### src/rtl/y86_stat_pkg.sv
// y86_stat_pkg
// Shared Y86 status definitions: the 2-bit architectural status codes used by
// both the status generator and stat_monitor, and the stat_monitor state enum.
// No ports (package).
package y86_stat_pkg;

   // Architectural status codes of a completing instruction
   localparam logic [1:0] STAT_AOK = 2'b00;
   localparam logic [1:0] STAT_HLT = 2'b01;
   localparam logic [1:0] STAT_ADR = 2'b10;
   localparam logic [1:0] STAT_INS = 2'b11;

   // Monitor states: normal retirement, report pending to host, frozen
   typedef enum logic [1:0] {
      RUN    = 2'b00,
      REPORT = 2'b01,
      HALTED = 2'b10
   } mon_state_t;

endpackage

### src/rtl/stat_monitor_if.sv
// stat_monitor_if
// Groups the status stream from the core, the host handshake and the monitor
// outputs into one bundle.
//   Core/host -> monitor : stat_valid_i, stat_i, pc_i, report_ready_i, resume_i
//   Monitor -> core/host : stall_o, halted_o, cpu_stat_o, report_valid_o,
//                          report_stat_o, report_pc_o, instr_count_o
// Modports: master (core + host harness side), slave (stat_monitor side).
interface stat_monitor_if #(
   parameter int PC_WIDTH  = 64,
   parameter int CNT_WIDTH = 32
);

   logic                 stat_valid_i;
   logic [1:0]           stat_i;
   logic [PC_WIDTH-1:0]  pc_i;
   logic                 report_ready_i;
   logic                 resume_i;

   logic                 stall_o;
   logic                 halted_o;
   logic [1:0]           cpu_stat_o;
   logic                 report_valid_o;
   logic [1:0]           report_stat_o;
   logic [PC_WIDTH-1:0]  report_pc_o;
   logic [CNT_WIDTH-1:0] instr_count_o;

   modport master (
      output stat_valid_i, stat_i, pc_i, report_ready_i, resume_i,
      input  stall_o, halted_o, cpu_stat_o, report_valid_o,
             report_stat_o, report_pc_o, instr_count_o
   );

   modport slave (
      input  stat_valid_i, stat_i, pc_i, report_ready_i, resume_i,
      output stall_o, halted_o, cpu_stat_o, report_valid_o,
             report_stat_o, report_pc_o, instr_count_o
   );

endinterface

### src/rtl/stat_monitor_retire_counter.sv
// retire_counter
// Free-running unsigned counter of retired AOK instructions; wraps silently
// from all-ones to zero.
// Ports:
//   clk_i   : clock, rising edge
//   rst_i   : asynchronous active-high reset, clears the count
//   inc_i   : add one at the next edge
//   count_o : current count (CNT_WIDTH bits)
module retire_counter #(
   parameter int CNT_WIDTH = 32
) (
   input  logic                 clk_i,
   input  logic                 rst_i,
   input  logic                 inc_i,
   output logic [CNT_WIDTH-1:0] count_o
);

   localparam logic [CNT_WIDTH-1:0] ONE = {{(CNT_WIDTH-1){1'b0}}, 1'b1};

   // Count register; natural modulo-2^CNT_WIDTH wrap, no overflow flag
   always_ff @(posedge clk_i or posedge rst_i) begin
      if (rst_i) begin
         count_o <= '0;
      end else if (inc_i) begin
         count_o <= count_o + ONE;
      end
   end

endmodule

### src/rtl/stat_monitor.sv
// stat_monitor
// Watches the status of each completing Y86 instruction. Counts retired AOK
// instructions, captures the first non-AOK status with its PC, freezes the
// pipeline and hands the event to the debug host over a valid/ready
// handshake. The host releases the freeze with resume.
// Ports:
//   clk_i : clock, rising edge
//   rst_i : asynchronous active-high reset; drops any pending report
//   bus   : stat_monitor_if.slave (status in, host handshake, all outputs)
// Configuration macro:
//   STAT_MONITOR_COUNT_EN - when defined, the retired-instruction counter is
//   built; otherwise instr_count_o is tied to zero.
// All outputs come straight from flops.
module stat_monitor
   import y86_stat_pkg::*;
#(
   parameter int PC_WIDTH  = 64,
   parameter int CNT_WIDTH = 32
) (
   input  logic          clk_i,
   input  logic          rst_i,
   stat_monitor_if.slave bus
);

   mon_state_t          state_q;
   mon_state_t          state_d;
   logic                capture;
   logic                clear_stat;

   logic                stall_q;
   logic                halted_q;
   logic                report_valid_q;
   logic [1:0]          cpu_stat_q;
   logic [1:0]          report_stat_q;
   logic [PC_WIDTH-1:0] report_pc_q;

   // Next-state decode. Only RUN looks at the status stream, so beats that
   // arrive while reporting or halted (including during the resume cycle)
   // are dropped without side effects.
   always_comb begin
      state_d    = state_q;
      capture    = 1'b0;
      clear_stat = 1'b0;
      case (state_q)
         RUN: begin
            if (bus.stat_valid_i && (bus.stat_i != STAT_AOK)) begin
               capture = 1'b1;
               state_d = REPORT;
            end
         end
         REPORT: begin
            if (bus.report_ready_i) begin
               state_d = HALTED;
            end
         end
         HALTED: begin
            if (bus.resume_i) begin
               clear_stat = 1'b1;
               state_d    = RUN;
            end
         end
         default: begin
            state_d = RUN;
         end
      endcase
   end

   // State and output registers. Flags are decoded from the next state so
   // they change on the same edge as the state itself. The captured fields
   // only load on the RUN->REPORT transition, which keeps them stable for the
   // whole time valid is high; report_pc survives resume for post-mortem use.
   always_ff @(posedge clk_i or posedge rst_i) begin
      if (rst_i) begin
         state_q        <= RUN;
         stall_q        <= 1'b0;
         halted_q       <= 1'b0;
         report_valid_q <= 1'b0;
         cpu_stat_q     <= STAT_AOK;
         report_stat_q  <= STAT_AOK;
         report_pc_q    <= '0;
      end else begin
         state_q        <= state_d;
         stall_q        <= (state_d != RUN);
         halted_q       <= (state_d == HALTED);
         report_valid_q <= (state_d == REPORT);
         if (capture) begin
            cpu_stat_q    <= bus.stat_i;
            report_stat_q <= bus.stat_i;
            report_pc_q   <= bus.pc_i;
         end else if (clear_stat) begin
            cpu_stat_q    <= STAT_AOK;
            report_stat_q <= STAT_AOK;
         end
      end
   end

   assign bus.stall_o        = stall_q;
   assign bus.halted_o       = halted_q;
   assign bus.report_valid_o = report_valid_q;
   assign bus.cpu_stat_o     = cpu_stat_q;
   assign bus.report_stat_o  = report_stat_q;
   assign bus.report_pc_o    = report_pc_q;

`ifdef STAT_MONITOR_COUNT_EN
   logic                 count_inc;
   logic [CNT_WIDTH-1:0] count;

   // Only AOK beats seen in RUN retire; the faulting instruction is excluded
   assign count_inc = (state_q == RUN) && bus.stat_valid_i && (bus.stat_i == STAT_AOK);

   retire_counter #(
      .CNT_WIDTH (CNT_WIDTH)
   ) u_retire_counter (
      .clk_i   (clk_i),
      .rst_i   (rst_i),
      .inc_i   (count_inc),
      .count_o (count)
   );

   assign bus.instr_count_o = count;
`else
   assign bus.instr_count_o = '0;
`endif

endmodule

### src/flat_wrapper.sv
// flat-port wrapper written by rule: the top's interface ports become plain ports
module stat_monitor_flat import y86_stat_pkg::*;
#(
   parameter int PC_WIDTH  = 64,
   parameter int CNT_WIDTH = 32
)
  (clk_i, rst_i, bus_stat_valid_i, bus_stat_i, bus_pc_i, bus_report_ready_i, bus_resume_i, bus_stall_o, bus_halted_o, bus_cpu_stat_o, bus_report_valid_o, bus_report_stat_o, bus_report_pc_o, bus_instr_count_o);
  stat_monitor_if #(.PC_WIDTH(PC_WIDTH), .CNT_WIDTH(CNT_WIDTH)) bus_i ();
  input  logic clk_i;
  input  logic rst_i;
  input wire logic [$bits(bus_i.stat_valid_i)-1:0] bus_stat_valid_i;
  input wire logic [$bits(bus_i.stat_i)-1:0] bus_stat_i;
  input wire logic [$bits(bus_i.pc_i)-1:0] bus_pc_i;
  input wire logic [$bits(bus_i.report_ready_i)-1:0] bus_report_ready_i;
  input wire logic [$bits(bus_i.resume_i)-1:0] bus_resume_i;
  output wire logic [$bits(bus_i.stall_o)-1:0] bus_stall_o;
  output wire logic [$bits(bus_i.halted_o)-1:0] bus_halted_o;
  output wire logic [$bits(bus_i.cpu_stat_o)-1:0] bus_cpu_stat_o;
  output wire logic [$bits(bus_i.report_valid_o)-1:0] bus_report_valid_o;
  output wire logic [$bits(bus_i.report_stat_o)-1:0] bus_report_stat_o;
  output wire logic [$bits(bus_i.report_pc_o)-1:0] bus_report_pc_o;
  output wire logic [$bits(bus_i.instr_count_o)-1:0] bus_instr_count_o;
  assign bus_i.stat_valid_i = bus_stat_valid_i;
  assign bus_i.stat_i = bus_stat_i;
  assign bus_i.pc_i = bus_pc_i;
  assign bus_i.report_ready_i = bus_report_ready_i;
  assign bus_i.resume_i = bus_resume_i;
  assign bus_stall_o = bus_i.stall_o;
  assign bus_halted_o = bus_i.halted_o;
  assign bus_cpu_stat_o = bus_i.cpu_stat_o;
  assign bus_report_valid_o = bus_i.report_valid_o;
  assign bus_report_stat_o = bus_i.report_stat_o;
  assign bus_report_pc_o = bus_i.report_pc_o;
  assign bus_instr_count_o = bus_i.instr_count_o;
  stat_monitor #(.PC_WIDTH(PC_WIDTH), .CNT_WIDTH(CNT_WIDTH)) u_core (.clk_i(clk_i), .rst_i(rst_i), .bus(bus_i));
endmodule
### config.mk
export PLATFORM = sky130hd
export DESIGN_NAME = stat_monitor_flat
export DESIGN_NICKNAME = d
export VERILOG_FILES = /design/src/rtl/y86_stat_pkg.sv /design/src/rtl/stat_monitor_if.sv /design/src/rtl/stat_monitor_retire_counter.sv /design/src/rtl/stat_monitor.sv /design/src/flat_wrapper.sv
export SDC_FILE = /design/constraint.sdc
export NUM_CORES = 1
export LEC_CHECK = 0
export CORE_MARGIN = 5
export CORE_UTILIZATION = 35
export CTS_CLUSTER_DIAMETER = 150
export DETAILED_ROUTE_END_ITERATION = 10
export PLACE_DENSITY = 0.83
export SETUP_SLACK_MARGIN = 0.1
export SYNTH_ARGS = -nofsm -noshare
export SYNTH_HDL_FRONTEND = slang
export SYNTH_SLANG_ARGS = --single-unit
### constraint.sdc
create_clock -name clk_i -period 5.75 [get_ports clk_i]
set_input_delay 1.15 -clock clk_i [delete_from_list [all_inputs] [get_ports clk_i]]
set_output_delay 1.15 -clock clk_i [all_outputs]
set_load 0.01 [all_outputs]
==> flow_summary.yaml, run 1 <==
worst_setup_path:
  path_delay_family: "buffers and inverters"
  critPathBufInv: 2
  r2r_end: "u_core.bus.report_pc_o[25]"
  cp_slowest_cell: "clkdlybuf4s50_1"
  cp_max_fo: 39
  cp.arrival_ns: 2.80
  slowest_delay_ns: 0.48
  cp-start-kind: "input port"
  required_ns: 5.97
  worstSetupPathType: "in -> reg"
  cp-end-kind: "flip-flop"
  rrSetupSlack_ns: 4.02
  reg2reg_from: "u_core.state_q[0]"
  cp_cell_sequence: "clkdlybuf4s50_1 -> nor2_1 -> nor4b_4 -> buf_4 -> mux2_2"
  worst-r2r-cell-count: 3
pwr:
  ir_drop_uv: 226
  intPower_mw: 1.69
  total_power_mw: 2.39
  seqPwrFrac: 0.370
  p_leak_nw: 1.92
  power_frac_comb: 0.442
  power_frac_clock: 0.188
  power_density_nw_per_um2: 526
  swShare: 0.291
  switching_power_mw: 0.696
floorplan:
  die_h_um: 101
  start_util: 0.358
  die_x_um: 101
  num_rows: 33
  io_pins: 174
  core_area_um2: 8180
  die-area_um2: 10300
final_layout:
  post_route_cells_drive_above_1_share: 0.235
  layout_common_cells: "141 x clkdlybuf4s50_1, 71 x dfrtp_1, 59 x mux2_2"
  area_growth_syn_to_layout_pct: 55.2
  nNetsFinal: 411
  final_common_cell: "clkdlybuf4s50_1"
  diodes: 0
  num-fill-cells: 718
drt:
  wl_um: 6770
  top_layer: "met4"
  wire_per_inst_um: 15.0
  drt_first_iter_violations: 27
  ant_nets: 0
  drtPass1Iterations: 3
  via_per_inst: 4.37
  wl_met3_um: 956
  wl_met1_um: 2440
  num_vias: 1966
  route.detailed.drc: 0
  dr_wl_met2_um: 3340
cts:
  htreeDepth: 3
  cts_buffers: 9
  cts-resized-gates: 0
  cts_tree: "done"
  clock_path_buffers: 2
  root_buffer: "clkbuf_8"
  postCtsHoldBufs: 0
  clock-sinks: 71
  clkTransAtPathRegs_ns: 0.08
  cts_setup_buffers: 0
  clock_latency_ns: 0.33
sta:
  layout_setup_ws_ns: 3.17
  drv_slew: 0
  fmax_mhz: 388
  rsz0062_at_grt: "false"
  tns_ns: 0
  setup_viol: 0
  hold_violations: 0
  finalCriticalPeriod_ns: 2.58
  hold_ws_ns: 0.499
  clock_skew_ns: 0.0100
  worst_slew_pin_slew_ns: 0.881
  slew_headroom: 0.413
  post-route-period-util: 0.448
yosys:
  syn_area_um2: 2930
  synth.yosys.seq_area_share: 0.607
  synth.distinct_cells: 17
  synthCells: 195
  synth_seq_cells: 71
  yosysWarnings: 0
  avgSynthCellArea_um2: 15.0
global_routing:
  grt_pass1_vias: 2217
  grt_max_degree: 72
  grt_pass1_wl_um: 10700
  grt_antenna_before_repair: 0
  gr-total-overflow: 0
  grt_usage: 0.135
status:
  outcome: "finished clean"
hold_path:
  min_to: "u_core.bus.report_pc_o[16]"
  hold_depth: 1
  worstHoldStart: "u_core.bus.report_pc_o[16]"
  hold_class: "reg -> reg"
placement:
  place_ws_ns: 2.82
  gp_congestion: 0.641
  io_buffers: 141
  dp_hpwl_um: 5230
run:
  maxCapViolations: 0
[worst register-to-register path, stage by stage (launching register included)]
cell	delay (ns)
dfrtp_1	0.43
nor4b_4	0.30
buf_4	0.46
mux2_2	0.42
[per-stage QoR]
step,instances,util,instance area [um^2]
after floorplan,226,-,3040
after global placement,434,0.527,4310
after global routing,450,0.555,4540
after detailed placement,434,0.527,4310
after CTS,450,0.555,4540
final,450,0.555,4540
[how the worst max path moves through the flow]
stage	start	end	slack [ns]	cells past startpoint
after floorplan	rst_i	u_core.bus.cpu_stat_o[0]	2.80	1
final	bus_stat_i[0]	u_core.bus.report_pc_o[25]	3.17	5
after global routing	bus_stat_i[0]	u_core.bus.report_pc_o[20]	3.10	5
after global placement	bus_stat_i[0]	u_core.bus.report_pc_o[23]	2.84	5
after detailed placement	bus_stat_i[0]	u_core.bus.report_pc_o[25]	2.82	5
after CTS	bus_stat_i[0]	u_core.bus.report_pc_o[25]	3.19	5
[kinds of logic after synthesis]
| group | Yosys count | share of synthesized area |
|---|---|---|
| flops | 71 | 0.607 |
| compound gates | 4 | 0.00855 |
| simple gates | 8 | 0.0222 |
| mux | 66 | 0.253 |
| buf+inv | 45 | 0.107 |
| other cells | 1 | 0.00128 |
[synth_stat cells]
library cell / n / area (um^2)
inv_1: 4 / 15.0
nand2b_1: 1 / 6.26
mux2_1: 5 / 56.3
conb_1: 1 / 3.75
mux2_2: 59 / 664
dfrtp_1: 71 / 1780
or3b_2: 1 / 8.76
o21ai_0: 2 / 10.0
buf_6: 1 / 11.3
buf_2: 5 / 25.0
nor2_1: 1 / 3.75
o21bai_1: 2 / 15.0
nand2_1: 2 / 7.51
nand3b_1: 2 / 15.0
nor4b_4: 1 / 23.8
buf_4: 35 / 263
mux2i_1: 2 / 20.0
[final cells by class]
cell class,count,area [um^2],share of cell area
multi-input combinational,110,951,0.209
inverter,4,15.0,0.00331
tap,105,131,0.0289
clock buffer,11,151,0.0334
clock inverter,5,80.1,0.0176
sequential,71,1780,0.391
timing repair buffer,144,1430,0.316
[power groups by stage]
stage	combinational (mW)	clock [mW]	sequential (mW)
finish	1.06	0.450	0.883
global placement	1.05	0	0.882
floorplan	0.350	0	1.00
detailed placement	1.07	0	0.898
CTS	1.08	0.467	0.890
global route	1.13	0.488	0.923
[state kept, by name, indices dropped and copies added, names as in the netlist]
| name | count |
|---|---|
| u_core.bus.report_pc_o | 64 |
| u_core.bus.halted_o | 1 |
| u_core.state_q | 2 |
| u_core.bus.report_valid_o | 1 |
| u_core.bus.cpu_stat_o | 2 |
| u_core.bus.stall_o | 1 |
[routing by layer]
metal  vias up  GRT usage
li1        887          -
met1       963      0.151
met5         -          0
met3         4     0.0751
met4         0     0.0368
met2       112      0.222
Power figures use the tool's default switching activity.
==> run 2: changes to the inputs <==
Settings changed: CORE_UTILIZATION 35 to 34, PLACE_DENSITY 0.83 to 0.84.
Clock period 5.75 ns to 2.1 ns, I/O delays scaled along.
==> run 2 against run 1 <==
  * Count of clock-buffer cells in the layout up 2
  * Clock power increased by 130%
  * Sequential cell count did not move
  * Register-to-register slack worse by 3.5 ns
  * Utilization down 0.87 points
  * Routed wire length is 2.2% lower
  * Final cell count increased by 0.22%
  * Combinational power grew to 2.8 times the previous value
  * Hold slack got worse by 0.015 ns
  * Critical endpoint is now u_core.bus.report_pc_o[42]
==> flow_summary.yaml, run 2 (synthesis results as in run 1) <==
final_layout:
  nNetsFinal: 412
  post_route_cells_drive_above_1_share: 0.228
  finalNonFillerCells: 451
  regArea_um2: 1780
  num-fill-cells: 683
  layout_common_cells: "141 x clkdlybuf4s50_1, 71 x dfrtp_1, 59 x mux2_2"
  largest_register_ffs: 64
  final_common_cell: "clkdlybuf4s50_1"
  multi_input_area_um2: 951
  area_growth_syn_to_layout_pct: 55.0
  diodes: 0
sta:
  hold_violations: 0
  setup_viol: 0
  slew_headroom: 0.665
  finalCriticalPeriod_ns: 1.77
  layout_setup_ws_ns: 0.332
  tns_ns: 0
  worst_slew_pin_slew_ns: 0.503
  drv_slew: 0
  post-route-period-util: 0.842
  clock_skew_ns: 0.00597
  rsz0062_at_grt: "false"
  hold_ws_ns: 0.484
  fmax_mhz: 566
drt:
  drt_first_iter_violations: 22
  ant_nets: 0
  wl_um: 6620
  wire_per_inst_um: 14.7
  via_per_inst: 4.30
  drtPass1Iterations: 3
  route.detailed.drc: 0
  num_vias: 1940
cts:
  cts_setup_buffers: 0
  clock_path_buffers: 2
  htreeDepth: 3
  cts-resized-gates: 0
  clock_latency_ns: 0.33
  root_buffer: "clkbuf_8"
  cts_tree: "done"
  postCtsHoldBufs: 0
  cts_buffers: 9
  clock-sinks: 71
  clkTransAtPathRegs_ns: 0.07
worst_setup_path:
  required_ns: 2.31
  cp_max_fo: 36
  cp_slowest_cell: "clkdlybuf4s50_1"
  slowest_delay_ns: 0.48
  cp_cell_sequence: "clkdlybuf4s50_1 -> nor2_1 -> nor4b_4 -> buf_12 -> mux2_2"
  cp_num_cells: 5
  path_delay_family: "buffers and inverters"
  cp-start-kind: "input port"
  cp-end-kind: "flip-flop"
  worstSetupPathType: "in -> reg"
  critPathBufInv: 2
  worst-r2r-cell-count: 3
  cp.arrival_ns: 1.98
pwr:
  ir_drop_uv: 714
  p_leak_nw: 1.91
  power_density_nw_per_um2: 1400
  total_power_mw: 6.37
placement:
  dpl.cell_count: 435
  gp_congestion: 0.693
  io_buffers: 141
  dp_hpwl_um: 5220
  place_ws_ns: -0.0125
global_routing:
  grt_pass1_wl_um: 10400
  grt_antenna_before_repair: 0
  grt_max_degree: 40
  gr-total-overflow: 0
  grt_usage: 0.129
  grt_pass1_vias: 2127
run:
  maxCapViolations: 0
status:
  outcome: "finished clean"
hold_path:
  hold_depth: 1
  hold_class: "reg -> reg"
floorplan:
  die_h_um: 103
  io_pins: 174
  num_rows: 33
  core_area_um2: 8300
  die_x_um: 103
  die-area_um2: 10600
  start_util: 0.352
-- run 2: power by group --
group	internal (mW)	switching (mW)	leakage, nW
sequential	2.06	0.354	0.835
combinational	1.88	1.04	0.977
clock	0.581	0.462	0.0936
total	4.52	1.86	1.91
-- run 2: final timing paths --
| check | start | slack (ns) | endpoint |
|---|---|---|---|
| min in group asynchronous | rst_i | 0.55 | u_core.bus.report_pc_o[24] |
| worst max-delay path | bus_stat_i[1] | 0.33 | u_core.bus.report_pc_o[42] |
| max in group asynchronous | rst_i | 1.16 | u_core.bus.report_pc_o[38] |
| worst min register to register | u_core.bus.report_pc_o[18] | 0.48 | u_core.bus.report_pc_o[18] |
| worst min-delay path | u_core.bus.report_pc_o[18] | 0.48 | u_core.bus.report_pc_o[18] |
| worst max register to register | u_core.state_q[0] | 0.48 | u_core.bus.report_pc_o[42] |
-- run 2: area by class of cell --
| type | instances | area share |
|---|---|---|
| clock buffer | 13 | 0.0328 |
| clock inverter | 3 | 0.00938 |
| inverter | 4 | 0.00414 |
| multi-input combinational | 110 | 0.210 |
| sequential | 71 | 0.392 |
| tap | 105 | 0.0290 |
| timing repair buffer | 145 | 0.323 |
-- run 2: worst register-to-register path: stages (launching register included) --
cell	delay (ns)
dfrtp_1	0.43
nor4b_4	0.43
buf_12	0.26
mux2_2	0.39
-- run 2: per-stage QoR --
stage	util	area, um^2
finish	0.547	4540
global route	0.547	4540
CTS	0.547	4540
detailed placement	0.523	4340
global placement	0.523	4340
floorplan	-	3050
-- run 2: per-layer routing --
metal / GRT usage / part of all wire / vias to the layer above
li1: - / - / 887
met1: 0.146 / 0.35 / 945
met2: 0.213 / 0.52 / 98
met3: 0.0562 / 0.12 / 10
met4: 0.0538 / 0.014 / 0
met5: 0 / 0 / -
